`src/rtl/sqrt_result_buffer.sv`:
```
// Result FIFO behind the stall-free pipelined integer square root.
// Issues source credit covering both buffered and still-in-flight results.
module sqrt_result_buffer #(
   parameter int unsigned DEPTH = 8,
   parameter int unsigned DW    = 16,
   parameter int unsigned CNT_W = $clog2(DEPTH) + 1
) (
   input  logic             clk,
   input  logic             rst_n,
   input  logic             src_vld,
   output logic             src_ready,
   input  logic             res_vld,
   input  logic [16:0]      res_y,
   output logic             m_valid,
   input  logic             m_ready,
   output logic [DW-1:0]    m_data,
   output logic [CNT_W-1:0] level,
   output logic [CNT_W-1:0] inflight,
   output logic             ovf,
   output logic             err
);

   localparam int unsigned AW = $clog2(DEPTH);
   localparam logic [CNT_W-1:0] LevelFull = CNT_W'(DEPTH);
   localparam logic [CNT_W-1:0] CntMax    = '1;

   logic [DW-1:0]    mem_q [DEPTH];
   logic [AW-1:0]    wr_ptr_q, rd_ptr_q;
   logic [CNT_W-1:0] level_q, level_d;
   logic [CNT_W-1:0] inflight_q, inflight_d;
   logic             ovf_q, err_q;
   logic             push, pop, bad_res;

   always_comb begin
      pop     = (level_q != '0) & m_ready;
      // A full FIFO still takes a result when the head leaves in the same cycle.
      push    = res_vld & ((level_q != LevelFull) | pop);
      bad_res = res_vld & ((inflight_q == '0) | res_y[16]);

      level_d = level_q;
      unique case ({push, pop})
         2'b10:   level_d = level_q + CNT_W'(1);
         2'b01:   level_d = level_q - CNT_W'(1);
         default: level_d = level_q;
      endcase

      inflight_d = inflight_q;
      if (src_vld && !res_vld && inflight_q != CntMax) begin
         inflight_d = inflight_q + CNT_W'(1);
      end else if (!src_vld && res_vld && inflight_q != '0) begin
         inflight_d = inflight_q - CNT_W'(1);
      end
   end

   always_ff @(posedge clk or negedge rst_n) begin
      if (!rst_n) begin
         wr_ptr_q   <= '0;
         rd_ptr_q   <= '0;
         level_q    <= '0;
         inflight_q <= '0;
         ovf_q      <= 1'b0;
         err_q      <= 1'b0;
      end else begin
         if (push) wr_ptr_q <= wr_ptr_q + AW'(1);
         if (pop)  rd_ptr_q <= rd_ptr_q + AW'(1);
         level_q    <= level_d;
         inflight_q <= inflight_d;
         if (res_vld && !push) ovf_q <= 1'b1;
         if (bad_res)          err_q <= 1'b1;
      end
   end

   // Storage needs no reset; the output mux hides stale entries.
   always_ff @(posedge clk) begin
      if (push) mem_q[wr_ptr_q] <= res_y[DW-1:0];
   end

   always_comb begin
      src_ready = ({1'b0, level_q} + {1'b0, inflight_q}) < (CNT_W + 1)'(DEPTH);
      m_valid   = (level_q != '0);
      m_data    = m_valid ? mem_q[rd_ptr_q] : '0;
      level     = level_q;
      inflight  = inflight_q;
      ovf       = ovf_q;
      err       = err_q;
   end

endmodule

```
`config.mk`:
```
export PLATFORM = sky130hd
export DESIGN_NAME = sqrt_result_buffer
export DESIGN_NICKNAME = d
export VERILOG_FILES = /design/src/rtl/sqrt_result_buffer.sv
export SDC_FILE = /design/constraint.sdc
export NUM_CORES = 1
export LEC_CHECK = 0
export BUFFER_PORTS_ARGS = -buffer_cell sky130_fd_sc_hd__clkbuf_2
export CAP_MARGIN = 20
export CELL_PAD_IN_SITES_DETAIL_PLACEMENT = 1
export CELL_PAD_IN_SITES_GLOBAL_PLACEMENT = 2
export CORE_ASPECT_RATIO = 1.5
export CORE_MARGIN = 3
export CORE_UTILIZATION = 41
export DETAILED_ROUTE_END_ITERATION = 6
export PLACE_DENSITY = 0.75
export SKIP_LAST_GASP = 1
export SLEW_MARGIN = 20
export SYNTH_ARGS = -nofsm -noshare
export SYNTH_HDL_FRONTEND = slang
export SYNTH_SLANG_ARGS = --single-unit
```
`constraint.sdc`:
```
create_clock -name clk -period 2.5 [get_ports clk]
set_input_delay 0.5 -clock clk [delete_from_list [all_inputs] [get_ports clk]]
set_output_delay 0.5 -clock clk [all_outputs]
set_load 0.1 [all_outputs]
```
* Word level (Yosys, flattened, before mapping)
Memory sizes are Yosys's and may differ from the RTL's.
Cells that the tools add are included.
** Storage, ports and cells
- Output and inout port bits :: 28
- Register bits after elaboration :: 16
- RAM bits :: 128
- Word-level logic and storage cells :: 43
- Memories :: 1
- Bits of input ports :: 22
** Operators by class
- Eq/ne operators :: 4
- Add/subtract/negate cells :: 7
- Muxes and demuxes :: 6
- Bitwise gates (word level) :: 5
- Magnitude comparators :: 1
- Reductions and logical operators :: 13
** Memories
- mem_q :: words 8, bits a word 16, rd ports 1, clocked after memory_dff 0, write ports 1, line 27 : logic [DW-1:0] mem_q [DEPTH];
** Operators by type and width (number)
- 16-bit two-way mux :: 1
- 4-bit by 1-bit adder with 4-bit output (second input constant) :: 2
- 4-bit two-way mux :: 2
- 4-bit != test (second input constant) :: 2
- 4-bit one-hot mux with 2 select lines :: 1
- 4-bit nonzero test :: 2
- 4-bit by 1-bit subtractor with 4-bit output (second input constant) :: 2
- 3-bit by 1-bit adder with 3-bit output (second input constant) :: 2
- 4-bit by 4-bit adder with 5-bit output :: 1
- 1-bit logical AND :: 5
- 5-bit by 4-bit < comparator with 1-bit output (second input constant) :: 1
- 4-bit zero test :: 1
- 2-bit nonzero test :: 2
- 1-bit bitwise AND :: 3
- 1-bit zero test :: 3
- 2-bit by 1-bit == test with 1-bit output (second input constant) :: 1
- 2-bit == test (second input constant) :: 1
- 1-bit two-way mux :: 2
- 1-bit OR :: 2

* Depth between registers and ports, before layout
- Depth after elaboration :: 6
- Mapped depth :: 10
- Gate-level depth less buffers :: 10

* Worst setup path after synthesis
Ideal clock, no wire load.
- Path kind :: register to output
- From :: register inflight_q[1] (netlist: inflight[1])
- To :: output src_ready
- Cell stages (with the launch flop) :: 4
- Data required time :: 2.000 ns
- Setup slack :: -4.343 ns
- Buffers on the path :: 0
- Data arrival time :: 6.343 ns
- Cell sequence :: dfrtp_1 -> ha_1 -> a31o_2 -> a2111oi_0
** On the way
- Word-level cells in the longest chain between the ends :: 2
** RTL lines
- start, declared :: line 30 : logic [CNT_W-1:0] inflight_q, inflight_d;
- start signal, assigned :: line 67 : inflight_q <= inflight_d;
- 4-bit by 4-bit adder with 5-bit output :: line 79 : src_ready = ({1'b0, level_q} + {1'b0, inflight_q}) < (CNT_W + 1)'(DEPTH);
- 5-bit by 4-bit < comparator with 1-bit output :: line 79
- end, declared :: line 11 : output logic src_ready,
Every way passes these cells.

* Final worst setup path
- From :: register rd_ptr_q[0]
- To :: output m_data[9]
** On the way
- Word-level cells in the longest chain between the ends :: 2
** RTL lines
- start, declared :: line 28 : logic [AW-1:0] wr_ptr_q, rd_ptr_q;
- start signal, assigned :: line 65 : if (pop) rd_ptr_q <= rd_ptr_q + AW'(1);
- memory 8 x 16 bit
- 16-bit two-way mux :: line 81 : m_data = m_valid ? mem_q[rd_ptr_q] : '0;
- end, declared :: line 16 : output logic [DW-1:0] m_data,
Every way passes these cells.

==> run_results.csv <==
group,metric,value,unit
global_routing,antenna_found_initial,0,
status,status,"finished, violations left",
timing,hold_viol,0,
finish,instances_no_fill,585,
clocking,cts.sink_count,144,
timing,min_period,2566,ps
logic_synthesis,synth_top_area_share,65.14,%
timing,timing.final.ws_setup,-66.06,ps
logic_synthesis,ys_ff_latch,144,
critical_path,cp.arrival,2070,ps
floorplan,rows,53,
floorplan,ios,50,
critical_path,critPathKind,"reg -> out",
logic_synthesis,synth_ff_type,"edfxtp_1",
logic_synthesis,synth-seq-area-share,71.93,%
logic_synthesis,syn_area,5901,um^2
logic_synthesis,synthCells,300,
global_routing,grt_max_degree,25,
global_routing,grt_pass1_vias,3541,
logic_synthesis,synthesis.nets,333,
critical_path,slowest_stage,"mux4_2",
critical_path,worstSetupEndpointType,"output port",
timing,drv_slew,0,
floorplan,dieArea,15900,um^2
critical_path,worst_ep_required_time,2000,ps
place,gp_congestion,0.7224,
timing,max_slew_margin,63.50,%
logic_synthesis,avgSynthCellArea,19.67,um^2
timing,fin_crit_sh,102.6,%
floorplan,die_x,104.0,um
routing,drc_errors,0,
routing,wl_per_cell,21.53,um
min_path,hp-class,"in -> async",
finish,post-route-util,54.73,%
place,placed_cells,551,
critical_path,crit_fanout,10,
global_routing,grt_pass1_wl,20.34,mm
critical_path,path_delay_family,"multiplexers",
finish,fill_cells,1298,
clocking,h-tree-depth,4,
place,dp_slack,-87.95,ps
finish,area_delta_synth_final,30.39,%
critical_path,path_cells,"buf_12 -> mux4_2 -> mux2i_2 -> nor2_2 -> buf_12",
logic_synthesis,synth_cell_type_count,40,
critical_path,crit_buf_inv,2,
job,maxCapViolCount,0,
logic_synthesis,synth_area_leaders,"edfxtp_1 65%, mux4_2 12%, dfrtp_1 6.8%",
timing,rsz0062_at_grt,"yes",
critical_path,worst_path_largest_cell_delay,540,ps
global_routing,grt.total_usage,17.06,%
logic_synthesis,async_flop_share,11.11,%
status,violations,"setup timing",
global_routing,grt.overflow.total,0,
timing,fmax,389.7,MHz
finish,final_cell_mix,"128 x edfxtp_1, 32 x mux4_2, 31 x clkbuf_2, 26 x buf_12, 17 x clkbuf_16",
logic_synthesis,synth_edf_count,128,
routing,dr.pass1.iters,4,
place,place_hpwl,7.820,mm
clocking,clk_pin_slew,60,ps
floorplan,die_h,152.9,um
timing,setup_viol,16,
clocking,cts_tree,"built",
finish,diodes,0,
logic_synthesis,ys_warn_count,0,
clocking,cts-root-buf,"clkbuf_16",
routing,dr.first_iter.drc_count,157,
timing,hold_slack,21.37,ps
timing,fin_worst_skew,10.56,ps
finish,drive_gt1_share,47.07,%
finish,finish.net_count,414,
floorplan,core,14060,um^2
critical_path,cp-start-kind,"flop",
routing,wl,12.60,mm
finish,layout_commonest_cell,"edfxtp_1",
clocking,numCtsBuffers,17,
place,io_buffer_count,49,
clocking,clockBufferDepth,2,
routing,via_count,3078,
clocking,clk-insertion-delay-late,410,ps
critical_path,cp_common_cell,"buf_12",
routing,vias_per_cell,5.262,
logic_synthesis,yosysTopAreaCell,"edfxtp_1",
floorplan,start_util,41.97,%
timing,tightest_slew,549.8,ps
routing,ant_nets,0,
## layer usage
metal	GRT usage [%]	part of all wire [%]	up-vias	routed length, um
li1	-	-	1364	-
met1	19.76	39	1629	4903
met2	31.10	56	72	7043
met3	4.351	4.0	13	499
met4	4.943	1.2	0	150
met5	0	0	-	0
## flip-flops by register name, summed over array words and instances (netlist names)
register	cells
inflight	4
wr_ptr_q	3
mem_q	128
rd_ptr_q	3
ovf	1
err	1
level	4
## cells in the mapped netlist (2+ instances only)
cell      count
mux2_4        2
nor3_1        6
edfxtp_1    128
nand2_2       2
xnor2_1       5
a31o_2        2
mux2i_1      19
clkbuf_1      4
buf_4         3
dfrtp_1      16
a21oi_1       2
inv_1         2
nand2_1       6
xor2_1        5
nand2b_1      3
nand3b_1      2
nand3_1       2
mux2_1        4
mux4_2       32
or2_1         2
fa_1          2
a21o_1        2
buf_2         5
ha_1          9
nor2_1       20
## stage by stage
step	instance area [um^2]	setup TNS, ps
4_1_cts	7669	-1029
2_1_floorplan	6025	-5730
3_3_place_gp	6972	-50.92
3_5_place_dp	6972	-87.95
5_1_grt	7694	-2172
6_report	7694	-604.9
## area by class of cell
| cell class | instances | area (um^2) | share of cell area [%] |
|---|---|---|---|
| sequential | 144 | 4260 | 55.37 |
| multi-input combinational | 140 | 1775 | 23.08 |
| timing repair buffer | 75 | 818.3 | 10.64 |
| clock inverter | 14 | 155.1 | 2.017 |
| inverter | 3 | 18.77 | 0.2439 |
| tap | 192 | 240.2 | 3.122 |
| clock buffer | 17 | 425.4 | 5.529 |
## final timing paths
| kind | startpoint | endpoint | slack (ps) | depth (start not counted) |
|---|---|---|---|---|
| worst min-delay path | rst_n | inflight[0] | 20 | 1 |
| worst max-delay path | rd_ptr_q[0] | m_data[9] | -70 | 5 |
| max in group asynchronous | rst_n | level[0] | 2130 | 1 |
| min in group clk | res_y[1] | mem_q[1][1] | 360 | 1 |
| worst min register to register | err | err | 460 | 1 |
| worst max register to register | level[0] | level[3] | -50 | 10 |
## timing repair
action / in CTS / in global routing
endpoints found under the setup margin: 18 / 18
buffers inserted: 3 / 0
hold buffers: 0 / 0
gates resized for setup: 16 / 5
pin swaps: 5 / 1
cloned: 0 / 0
## logic make-up (layout without fill, tap and decap cells)
| logic type | Yosys count | after routing | synth area share (%) |
|---|---|---|---|
| xor+xnor | 10 | 10 | 1.484 |
| buf+inv | 16 | 109 | 1.314 |
| flops | 144 | 144 | 71.93 |
| compound gates | 11 | 11 | 1.463 |
| simple gates | 51 | 51 | 4.517 |
| fa+ha+maj | 11 | 11 | 2.587 |
| mux | 57 | 57 | 16.71 |
Power is not shown: default switching activity piles up to over one toggle a cycle in this logic, so the estimate is an artifact.
